==> src/rtl/wb_write_stage.sv <==
// ============================================================================
// wb_write_stage -- MEM/WB pipeline stage with a 2-entry skid buffer
//
// Purpose:
//   Captures one memory-stage result per upstream transfer. The write data is
//   chosen between the load data and the ALU result when the entry is
//   captured. The stage then presents the entry to the register-file write
//   port. A head entry and a skid entry let the regfile stall (wb_ready=0)
//   without any instruction being lost. Entries leave in arrival order.
//
// Optional feature (macro WB_RETIRE_COUNT_EN):
//   When the macro is defined, retire_count is a 32-bit wrapping count of
//   downstream transfers. Only reset clears it; flush does not.
//   When the macro is undefined, retire_count is tied to zero and the design
//   contains no counter flops.
//
// Ports:
//   clk            in   rising-edge clock
//   reset          in   synchronous, active-high reset
//   in_valid       in   upstream entry valid
//   in_ready       out  stage can accept an entry (registered, = !skid_valid)
//   in_regwrite    in   entry writes a register
//   in_mem_to_reg  in   1 = load data, 0 = ALU result
//   in_rd          in   destination register index
//   in_alu_result  in   ALU result
//   in_mem_data    in   load data
//   flush          in   discard all held entries
//   wb_ready       in   regfile accepts a write this cycle
//   wb_valid       out  head entry presented
//   wb_en          out  regfile write enable (suppressed for X31)
//   wb_addr        out  write address (head rd)
//   wb_data        out  write data (head data)
//   retire_count   out  retired-entry counter
// ============================================================================
module wb_write_stage #(
    parameter int DATA_W = 64,
    parameter int ADDR_W = 5
) (
    input  logic              clk,
    input  logic              reset,
    input  logic              in_valid,
    output logic              in_ready,
    input  logic              in_regwrite,
    input  logic              in_mem_to_reg,
    input  logic [ADDR_W-1:0] in_rd,
    input  logic [DATA_W-1:0] in_alu_result,
    input  logic [DATA_W-1:0] in_mem_data,
    input  logic              flush,
    input  logic              wb_ready,
    output logic              wb_valid,
    output logic              wb_en,
    output logic [ADDR_W-1:0] wb_addr,
    output logic [DATA_W-1:0] wb_data,
    output logic [31:0]       retire_count
);

    typedef enum logic [1:0] {
        ST_EMPTY = 2'd0,
        ST_ONE   = 2'd1,
        ST_FULL  = 2'd2
    } state_t;

    state_t r_state;
    state_t w_state_next;

    logic              r_in_ready;
    logic              r_head_regwrite;
    logic [ADDR_W-1:0] r_head_rd;
    logic [DATA_W-1:0] r_head_data;
    logic              r_skid_regwrite;
    logic [ADDR_W-1:0] r_skid_rd;
    logic [DATA_W-1:0] r_skid_data;

    logic              w_accept;
    logic              w_deq;
    logic              w_load_head_in;
    logic              w_load_skid;
    logic              w_head_from_skid;
    logic [DATA_W-1:0] w_in_data;

    // A transfer that coincides with flush is dropped, so it never counts as
    // an accept.
    assign w_accept  = in_valid & r_in_ready & ~flush;
    assign w_deq     = wb_valid & wb_ready;
    assign w_in_data = in_mem_to_reg ? in_mem_data : in_alu_result;

    // Next-state and data-movement decode
    always_comb begin
        w_state_next     = r_state;
        w_load_head_in   = 1'b0;
        w_load_skid      = 1'b0;
        w_head_from_skid = 1'b0;
        case (r_state)
            ST_EMPTY: begin
                if (w_accept) begin
                    w_state_next   = ST_ONE;
                    w_load_head_in = 1'b1;
                end
            end
            ST_ONE: begin
                if (w_accept && w_deq) begin
                    w_load_head_in = 1'b1;
                end else if (w_accept) begin
                    w_state_next = ST_FULL;
                    w_load_skid  = 1'b1;
                end else if (w_deq) begin
                    w_state_next = ST_EMPTY;
                end
            end
            ST_FULL: begin
                if (w_deq) begin
                    w_state_next     = ST_ONE;
                    w_head_from_skid = 1'b1;
                end
            end
            default: w_state_next = ST_EMPTY;
        endcase
        // Flush wins over all movement. The head fields keep their last value,
        // so wb_addr and wb_data stay stable while the stage is empty.
        if (flush) begin
            w_state_next     = ST_EMPTY;
            w_load_head_in   = 1'b0;
            w_load_skid      = 1'b0;
            w_head_from_skid = 1'b0;
        end
    end

    always_ff @(posedge clk) begin
        if (reset) begin
            r_state         <= ST_EMPTY;
            r_in_ready      <= 1'b1;
            r_head_regwrite <= 1'b0;
            r_head_rd       <= '0;
            r_head_data     <= '0;
            r_skid_regwrite <= 1'b0;
            r_skid_rd       <= '0;
            r_skid_data     <= '0;
        end else begin
            r_state    <= w_state_next;
            // in_ready is registered: it is high in every cycle in which the
            // skid slot is empty.
            r_in_ready <= (w_state_next != ST_FULL);
            if (w_load_head_in) begin
                r_head_regwrite <= in_regwrite;
                r_head_rd       <= in_rd;
                r_head_data     <= w_in_data;
            end else if (w_head_from_skid) begin
                r_head_regwrite <= r_skid_regwrite;
                r_head_rd       <= r_skid_rd;
                r_head_data     <= r_skid_data;
            end
            if (w_load_skid) begin
                r_skid_regwrite <= in_regwrite;
                r_skid_rd       <= in_rd;
                r_skid_data     <= w_in_data;
            end
        end
    end

    assign in_ready = r_in_ready;
    assign wb_valid = (r_state != ST_EMPTY);
    // The all-ones index is the hard-wired zero register. Such a write is
    // presented and retires, but it never asserts the write enable.
    assign wb_en    = wb_valid & r_head_regwrite & ~(&r_head_rd);
    assign wb_addr  = r_head_rd;
    assign wb_data  = r_head_data;

`ifdef WB_RETIRE_COUNT_EN
    logic [31:0] r_retire_count;

    always_ff @(posedge clk) begin
        if (reset) begin
            r_retire_count <= '0;
        end else if (w_deq) begin
            r_retire_count <= r_retire_count + 32'd1;
        end
    end

    assign retire_count = r_retire_count;
`else
    assign retire_count = 32'd0;
`endif

endmodule

==> config.mk <==
export PLATFORM = sky130hd
export DESIGN_NAME = wb_write_stage
export DESIGN_NICKNAME = d
export VERILOG_FILES = /design/src/rtl/wb_write_stage.sv
export SDC_FILE = /design/constraint.sdc
export NUM_CORES = 1
export LEC_CHECK = 0
export CORE_ASPECT_RATIO = 1.5
export CORE_UTILIZATION = 49
export CTS_CLUSTER_DIAMETER = 100
export DETAILED_ROUTE_END_ITERATION = 8
export PLACE_DENSITY = 0.87
export SLEW_MARGIN = 20
export SYNTH_ARGS = -nofsm -noshare
export SYNTH_HDL_FRONTEND = slang
export SYNTH_SLANG_ARGS = --single-unit
==> constraint.sdc <==
create_clock -name clk -period 4.2 [get_ports clk]
set_clock_uncertainty 0.1 [all_clocks]
set_input_delay 1.05 -clock clk [delete_from_list [all_inputs] [get_ports clk]]
set_output_delay 1.05 -clock clk [all_outputs]
set_load 0.05 [all_outputs]
Word level (Yosys, flattened, before mapping)

Index checks and enable logic that the tools add are counted.

Eq/ne operators: 3
Muxes and demuxes: 24
Bitwise gates (word level): 7
Reduce and logical (&&, ||, !) cells: 5

Operators by type and width:

| kind               | number |
|---|---|
| $mux 64            | 3 |
| $mux 2             | 6 |
| $mux 1             | 11 |
| $mux 5             | 2 |
| $pmux 2 s3         | 1 |
| $and 1x1->1        | 5 |
| $reduce_and 5->1   | 1 |
| $reduce_bool 2->1  | 2 |
| $eq 2x1->1 const B | 1 |
| $eq 2x2->1 const B | 1 |
| $logic_not 2->1    | 1 |
| $ne 2x2->1 const B | 1 |
| $not 1->1          | 2 |
| $pmux 1 s2         | 1 |
| $logic_and 1x1->1  | 1 |

Register bits: 143
Bits of input ports: 140
Output and inout bits: 104
Word-level logic and storage cells: 47

Depth between registers and ports, before layout

Gate-level depths: netlist (run 1).

Depth in word-level cells: 8
Depth in mapped cells: 6

Worst setup path before layout (run 1)

Ideal clock, no wire load.

Path kind: register to output
Start point: reg r_state[1]
End point: out wb_en
Data arrival time: 1.594 ns
Setup slack: 1.456 ns
Cell stages (with the launch flop): 4
Path buffers: 0
Cell sequence: dfxtp_1 or2_2 nand2_1 a31oi_1

Longest elaborated chain between the ends: 3

RTL lines:

| item                     | RTL line | source |
|---|---|---|
| start, declared          | 63       | `state_t r_state;` |
| start signal, assigned   | 139      | `r_state <= w_state_next;` |
| $reduce_bool 2->1        | 161      | `assign wb_valid = (r_state != ST_EMPTY);` |
| via wb_valid             | 50       | `output logic wb_valid,` |
| $and 1x1->1 (2 in a row) | 164      | `assign wb_en = wb_valid & r_head_regwrite & ~(&r_head_rd);` |
| end, declared            | 51       | `output logic wb_en,` |

The timed path passes the listed nets, and every way through them passes these cells.

Worst setup path in the final report (run 1)

Start point: reg r_state[1]
End point: out wb_en

Longest elaborated chain between the ends: 3

RTL lines:

| item                     | RTL line |
|---|---|
| $reduce_bool 2->1        | 161 |
| $and 1x1->1 (2 in a row) | 164 |

Every way passes these cells.

==> flow_summary.ini, run 1 <==
[cells_and_area]
drive_above_1_share_pct = 10.05
antenna_cells = 0
multi_input_area_um2 = 3478
regArea_um2 = 2863
finalNonFillerCells = 1117
syn2layout_area_growth_pct = 36.15
utilization_pct = 68.98
nNetsFinal = 1082
nFillCells = 1036

[placed_design]
dp.cells = 1085
dpl_worst_slack_ns = 0.8694
place.gp.congestion = 0.7697
dpl.hpwl_mm = 12.18
port_buffers = 211

[drt]
drt-wirelength-per-cell_um = 17.17
drt_pass1_iterations = 7
drc = 0
postRouteAntennaNets = 0
wl_mm = 19.18
vias_per_cell = 5.910
num_vias = 6601
first_iter_violations = 459

[critical_path]
end_kind = output port
cp_max_fo = 9
timing.critical_path.buf_inv = 1
crit_type = reg -> out
critPathRequiredTime_ns = 3.05
crit_chain = or2_2 > nand2_1 > a31oi_1 > clkdlybuf4s50_1
rrSetupSlack_ns = 2.22
cp_slowest_cell = clkdlybuf4s50_1
crit_arrival_ns = 2.20
start_kind = register
cpPeakStageDelay_ns = 0.82
path_delay_family = buffers and inverters

[sta]
layout_min_cycle_time_ns = 3.350
rsz0062_at_grt = no
setup_ws_ns = 0.8505
max_freq_mhz = 298.6
finalCritPeriodShare_pct = 79.75
relSlewSlack_pct = 37.14
maxSlewViolCount = 0
tightest_slew_ns = 0.9429
setup_viol = 0
hold_viol = 0
setup_tns_ns = 0

[floorplan]
die_w_um = 99.05
io_pins = 244
die_area_um2 = 14620
core_um2 = 13660
die_y_um = 147.6
core.rowCount = 52
initial_utilization_pct = 50.67

[global_route]
grt_pass1_wl_mm = 30.53
grt_max_degree = 69
antenna_found_initial = 0
gr-usage-all-layers_pct = 26.03
grt_overflow = 0
grt_pass1_vias = 6184

[cts]
clock-root-buffer = clkbuf_16
cts_tree = built
clockBufferDepth = 2
cts_buffers = 17
cts_resized = 0
cts.sink_count = 143
cts_hold_buf = 0
post_cts_buffers = 0
clk_pin_slew_ns = 0.06
worstSkewPairLatency_ns = 0.42
cts.htree.levels = 4

[power_and_ir_drop]
power_density_nw_per_um2 = 402.2
power_uw = 3791
leakage_uw = 0.003183
ir_drop_mv = 0.2605

[synth]
synth-seq-area-share_pct = 41.35
async_flop_share_pct = 0
synth_flop_cell = dfxtp_1
synth.cell_area_um2 = 6923
yosys_warnings = 0
avgSynthCellArea_um2 = 8.797
synthCells = 787
synth-edff-count = 0
ys_seq_elements = 143
ys_types = 35

[hold_path]
min_path_type = reg -> reg

[run]
cap_violations = 0

[status]
outcome = complete, no violations
==> where the power goes <==
part	leakage, uW	switching (uW)	total [uW]	internal (uW)
registers	0.00117	33.3	1450	1410
clock network	0.000302	604	1610	1000
logic	0.00171	442	736	295
total	0.00318	1080	3790	2710
==> stage by stage <==
stage	area, um^2	hold slack, ns
after floorplan	7039	0.3485
after detailed placement	8788	0.3603
after global routing	9425	0.3905
after global placement	8788	0.3538
final	9425	0.3712
after CTS	9425	0.3730
==> placed cells by master (no fill, tap or decap), types with 2 or more instances in the layout <==
cell type	synthesis	routed
a211oi_1	28	28
a21oi_1	71	71
a221oi_1	26	26
a221oi_2	2	2
a22oi_1	28	28
a311oi_1	42	42
buf_12	0	2
buf_4	53	15
bufinv_16	0	4
clkbuf_16	0	17
clkdlybuf4s50_1	0	209
clkinv_4	0	4
clkinvlp_4	0	3
conb_1	1	32
dfxtp_1	143	143
inv_6	0	2
mux2_2	36	36
mux2i_1	29	29
nand2_1	114	114
nand2b_1	3	2
nand3_1	6	6
nand4bb_4	0	2
nor3_1	114	114
o21ai_0	6	6
or3_1	2	2
==> per-layer routing <==
layer  vias up  GRT usage, %  share of wire (%)
met2       322         45.91                 51
met5         -             0                  0
met4         0         11.91                3.1
met1      3082         30.61                 40
met3        40         4.492                6.3
li1       3157             -                  -
==> area by class of cell <==
class | count | area share (%)
Multi-Input combinational cell | 554 | 36.90
Timing Repair Buffer | 226 | 23.82
Clock buffer | 17 | 4.513
Clock inverter | 15 | 2.243
Tap cell | 162 | 2.151
Sequential cell | 143 | 30.37
==> tightest hold or removal path, stage by stage (launching register included) <==
cell and delay [ns]:
dfxtp_1 0.31, nand2_1 0.05, a221oi_1 0.06
==> worst paths after layout <==
| path | start | endpoint | cells after the start |
|---|---|---|---|
| worst min-delay path | r_skid_data[60] | wb_data[60] | 2 |
| worst max-delay path | r_state[1] | wb_en | 4 |
| worst max register to register | r_state[1] | wb_data[62] | 4 |
| worst min register to register | r_skid_data[60] | wb_data[60] | 2 |
==> cell families after synthesis <==
group           share of synthesized area, %
compound gates                         20.97
buf+inv                                10.75
flops                                  41.35
mux                                    10.05
other cells                          0.05417
simple gates                           16.83
==> registers in the layout, summed over array words and instances (netlist names) <==
register         flops
wb_data             64
in_ready             1
wb_addr              5
r_head_regwrite      1
r_skid_data         64
r_skid_regwrite      1
r_skid_rd            5
r_state              2
==> synthesized netlist by cell type, drive strengths merged (3+ instances only) <==
| master | n | area (um^2) |
|---|---|---|
| nor3 | 114 | 570.6 |
| a311oi | 42 | 367.9 |
| a221oi | 28 | 257.8 |
| a21oi | 71 | 355.3 |
| mux2i | 29 | 290.3 |
| clkbuf | 19 | 71.32 |
| nand2b | 3 | 18.77 |
| a211oi | 28 | 210.2 |
| a22oi | 28 | 210.2 |
| mux2 | 36 | 405.4 |
| buf | 102 | 673.1 |
| dfxtp | 143 | 2863 |
| nand3 | 6 | 30.03 |
| nand2 | 114 | 427.9 |
| o21ai | 6 | 30.03 |
Note: power is estimated with default switching activity, not from simulation.
==> inputs of run 2 (changes only) <==
- CORE_UTILIZATION: 49 -> 46
- PLACE_DENSITY: 0.87 -> 0.83
- clock period: 4.2 -> 3.31 ns (I/O delays scaled with it)
==> run 2 against run 1 <==
  * Via count rose by 0.89%
  * Critical path depth unchanged
  * Sequential share of layout area decreased by 0.35 points
  * Register-to-register slack lost 0.86 ns
  * Global-route usage shrank 1.3 points
  * Flip-flop and latch count unchanged
  * Combinational power rose by 27%
  * Count of clock-buffer cells in the layout rose by 3
==> flow_summary.ini, run 2 (same netlist as run 1, synthesis figures left out) <==
[drt]
first_iter_violations = 411
wl_mm = 19.10
drt_pass1_iterations = 5
drc = 0
vias_per_cell = 5.776
num_vias = 6660
drt-wirelength-per-cell_um = 16.56
postRouteAntennaNets = 0

[sta]
tightest_slew_ns = 0.8957
rsz0062_at_grt = no
relSlewSlack_pct = 40.28
max_freq_mhz = 318.2
setup_tns_ns = 0
setup_viol = 0
layout_min_cycle_time_ns = 3.142
finalCritPeriodShare_pct = 94.94
hold_viol = 0
maxSlewViolCount = 0

[cts]
cts_hold_buf = 0
clock-root-buffer = clkbuf_16
worstSkewPairLatency_ns = 0.41
cts.htree.levels = 4
cts.sink_count = 143
clockBufferDepth = 2
clk_pin_slew_ns = 0.06
cts_buffers = 17
cts_resized = 0
cts_tree = built
post_cts_buffers = 0

[hold_path]
hold_start = r_skid_data[49]
min_path_type = reg -> reg

[cells_and_area]
layout_commonest_cell = clkdlybuf4s50_1
antenna_cells = 0
nFillCells = 1175
syn2layout_area_growth_pct = 37.76
layout_common_cells = clkdlybuf4s50_1, dfxtp_1, nand2_1, nor3_1, a21oi_1
drive_above_1_share_pct = 10.03
finalNonFillerCells = 1153
nNetsFinal = 1084

[critical_path]
end_kind = output port
start_kind = register
crit_type = reg -> out
cp-startpoint = r_state[1]
cp_max_fo = 9
crit_arrival_ns = 2.21
timing.rr.start = r_state[1]
critPathRequiredTime_ns = 2.38

[global_route]
grt_max_degree = 85
antenna_found_initial = 0
gr-usage-all-layers_pct = 24.74
grt_overflow = 0
grt_pass1_vias = 6367
grt_pass1_wl_mm = 30.83

[placed_design]
port_buffers = 211
place.gp.congestion = 0.7672
dp.cells = 1121
dpl.hpwl_mm = 11.97

[run]
cap_violations = 0

[floorplan]
die_w_um = 102.2
die_y_um = 152.3
die_area_um2 = 15550
core.rowCount = 54
initial_utilization_pct = 47.44
core_um2 = 14590
io_pins = 244

[status]
outcome = complete, no violations

[power_and_ir_drop]
leakage_uw = 0.003214
ir_drop_mv = 0.3676
power_density_nw_per_um2 = 503.1
## run 2: changes by cell type in the layout (fill, tap and decap cells not counted), sizes merged
cell,delta
clkbuf,+3
buf,+2
clkinv,-1
clkinvlp,-2
## run 2: area by class of cell
type	count	area (um^2)	area share, %
Sequential cell	143	2863	30.02
Timing Repair Buffer	228	2322	24.35
Clock inverter	12	181.4	1.902
Clock buffer	20	446.7	4.684
Multi-Input combinational cell	554	3478	36.47
Tap cell	196	245.2	2.572
## run 2: worst paths after layout
path | to | cells after the start | slack [ns]
min | wb_data[49] | 2 | 0.37
min reg2reg | wb_data[49] | 2 | 0.37
max | wb_en | 4 | 0.17
max reg2reg | wb_data[7] | 4 | 1.36
## run 2: where the power goes
group | internal (uW) | switching [uW]
registers | 1790 | 40.8
logic | 379 | 559
clock network | 1290 | 736
total | 3460 | 1340
## run 2: metrics by stage
step | setup slack (ns) | power (uW) | hold WS (ns) | utilization, % | cell area [um^2]
global route | 0.1083 | 4966 | 0.3782 | 65.35 | 9537
finish | 0.1676 | 4798 | 0.3696 | 65.35 | 9537
global placement | 0.5851 | 2795 | 0.3552 | 61.04 | 8909
detailed placement | 0.4716 | 2807 | 0.3617 | 61.04 | 8909
CTS | 0.1631 | 4823 | 0.3684 | 65.35 | 9537
floorplan | 0.7883 | 2481 | 0.3485 | - | 7039
## run 2: worst max-delay path, stage by stage, from the launching register on
cell,delay [ns]
dfxtp_1,0.52
or2_2,0.22
nand2_1,0.08
a31oi_1,0.16
clkdlybuf4s50_1,0.82
## run 2: routing by layer
metal | track usage [%] | vias to the layer above | part of all wire, %
met5 | 0 | - | 0
met4 | 9.796 | 0 | 2.9
met3 | 5.826 | 38 | 6.7
met2 | 42.44 | 308 | 51
met1 | 29.13 | 3144 | 39
li1 | - | 3170 | -
==> inputs of run 3 (changes only) <==
- CAP_MARGIN: not set -> 20
- CORE_UTILIZATION: 46 -> 47
- CTS_BUF_LIST: not set -> sky130_fd_sc_hd__clkbuf_4 sky130_fd_sc_hd__clkbuf_8
- PLACE_DENSITY: 0.83 -> 0.84
==> run 3 against run 2 <==
  * Count of clock-buffer cells in the layout shrank 1
  * Core utilization shrank 0.82 points
  * Register-to-register slack better by 0.03 ns
  * Combinational power shrank 0.7%
  * Highest routed layer unchanged
  * Clock power decreased by 24%
  * Die area down 2.1%
  * Largest cell class unchanged
  * Wire length shrank 4.4%
  * Critical path depth did not move
==> flow_summary.ini, run 3 (same netlist as run 1, synthesis figures left out) <==
[floorplan]
die_y_um = 150.6
die_w_um = 101.1
core.rowCount = 54
core_um2 = 14460
die_area_um2 = 15230
io_pins = 244
initial_utilization_pct = 47.88

[global_route]
gr-usage-all-layers_pct = 23.79
met2_usage_pct = 41.26
grt_overflow = 0
grt_pass1_vias = 5962
busiest_layer = met2
grt_max_degree = 87
use_met1_pct = 29.82
antenna_found_initial = 0
grt_use_met3_pct = 3.946
grt_pass1_wl_mm = 29.04

[cts]
worstSkewPairLatency_ns = 0.43
post_cts_buffers = 0
cts.htree.levels = 4
clock-root-buffer = clkbuf_8
cts_hold_buf = 0
clk_pin_slew_ns = 0.08
cts.sink_count = 143
clockBufferDepth = 2
cts_tree = built
cts_resized = 0
cts_buffers = 17

[drt]
first_iter_violations = 406
wl_mm = 18.26
drc = 0
num_vias = 6565
vias_per_cell = 5.689
drt_pass1_iterations = 5
drt-wirelength-per-cell_um = 15.83
postRouteAntennaNets = 0

[critical_path]
path_delay_family = buffers and inverters
rrSetupSlack_ns = 1.39
rr_worst_depth = 4
worstReg2RegEnd = wb_data[37]
crit_arrival_ns = 2.22
crit_type = reg -> out
crit_chain = or2_2 > nand2_1 > a31oi_1 > clkdlybuf4s50_1
timing.rr.start = r_state[1]
timing.critical_path.buf_inv = 1
cpPeakStageDelay_ns = 0.82
end_kind = output port
cp_slowest_cell = clkdlybuf4s50_1
start_kind = register
critPathRequiredTime_ns = 2.38
cp_max_fo = 9

[power_and_ir_drop]
intPower_uw = 3022
power_density_nw_per_um2 = 460.5
p_comb_share_pct = 21.7
p_switching_uw = 1274
leakage_uw = 0.003120
p_sw_share_pct = 29.66
seqPwrFrac_pct = 42.6
clkPwrFrac_pct = 35.7
ir_drop_mv = 0.2893

[cells_and_area]
antenna_cells = 0
layout_common_cells = clkdlybuf4s50_1, dfxtp_1, nand2_1, nor3_1, a21oi_1
fin_area_um2 = 9330
syn2layout_area_growth_pct = 34.77
drive_above_1_share_pct = 10.33
nNetsFinal = 1085
layout_commonest_cell = clkdlybuf4s50_1

[sta]
maxSlewViolCount = 0
setup_viol = 0
setup_tns_ns = 0
layout_min_cycle_time_ns = 3.149
setup_ws_ns = 0.1614
rsz0062_at_grt = no
max_freq_mhz = 317.6
whs_ns = 0.3747
tightest_slew_ns = 0.8870
finalCritPeriodShare_pct = 95.13
hold_viol = 0
relSlewSlack_pct = 40.87

[status]
outcome = complete, no violations

[placed_design]
dpl.hpwl_mm = 11.58
port_buffers = 211
dpl_worst_slack_ns = 0.4595
place.gp.congestion = 0.7816
place_area_um2 = 8891

[run]
cap_violations = 0

[hold_path]
min_to = wb_data[42]
min_path_type = reg -> reg
hold_start = r_skid_data[42]
holdPathStages = 2
-- run 3: changes by cell type in the layout (fill, tap and decap cells not counted) --
cell,previous run,this run
clkinv_2,2,3
clkinv_4,2,0
clkbuf_8,1,18
clkbuf_16,17,0
buf_4,12,15
clkbuf_4,0,1
clkbuf_1,2,0
clkinvlp_4,1,3
buf_12,7,5
-- run 3: cell type report --
class | count | area, um^2
fillers | 1207 | 5129
flip-flops and latches | 143 | 2863
repair buffers | 229 | 2305
clock inverters | 13 | 183.9
multi-input cells | 554 | 3478
clock buffers | 19 | 255.2
well taps | 196 | 245.2
-- run 3: layer usage --
layer	up-vias	wire (um)
met1	3088	7542
met4	0	235
li1	3160	-
met3	17	1197
met2	300	9288
met5	-	0
-- run 3: worst register-to-register path, delay by kind of cell (launching register included) --
kind	cells	cell delay, ns
flops	1	0.42
simple gates	1	0.52
buf+inv	1	0.29
compound gates	2	0.49
-- run 3: worst max path at each step --
stage / to / depth (start not counted) / slack [ns] / from
floorplan: wb_en / 3 / 0.79 / r_state[1]
global placement: wb_data[50] / 5 / 0.49 / flush
detailed placement: r_skid_data[19] / 6 / 0.46 / wb_ready
CTS: wb_en / 4 / 0.16 / r_state[1]
global route: wb_en / 4 / 0.07 / r_state[1]
finish: wb_en / 4 / 0.16 / r_state[1]
-- run 3: power groups by stage --
| stage | logic [uW] | clock network [uW] | registers [uW] |
|---|---|---|---|
| after global routing | 983 | 1640 | 1840 |
| after floorplan | 407 | 0 | 2070 |
| after detailed placement | 930 | 0 | 1870 |
| final | 931 | 1530 | 1830 |
| after global placement | 922 | 0 | 1870 |
| after CTS | 934 | 1550 | 1830 |
-- run 3: stage by stage --
step	util (%)	std cells	power [uW]
after floorplan	-	818	2481
after global placement	61.49	1122	2793
after detailed placement	61.49	1122	2801
after CTS	64.53	1154	4320
after global routing	64.53	1154	4464
final	64.53	1154	4296
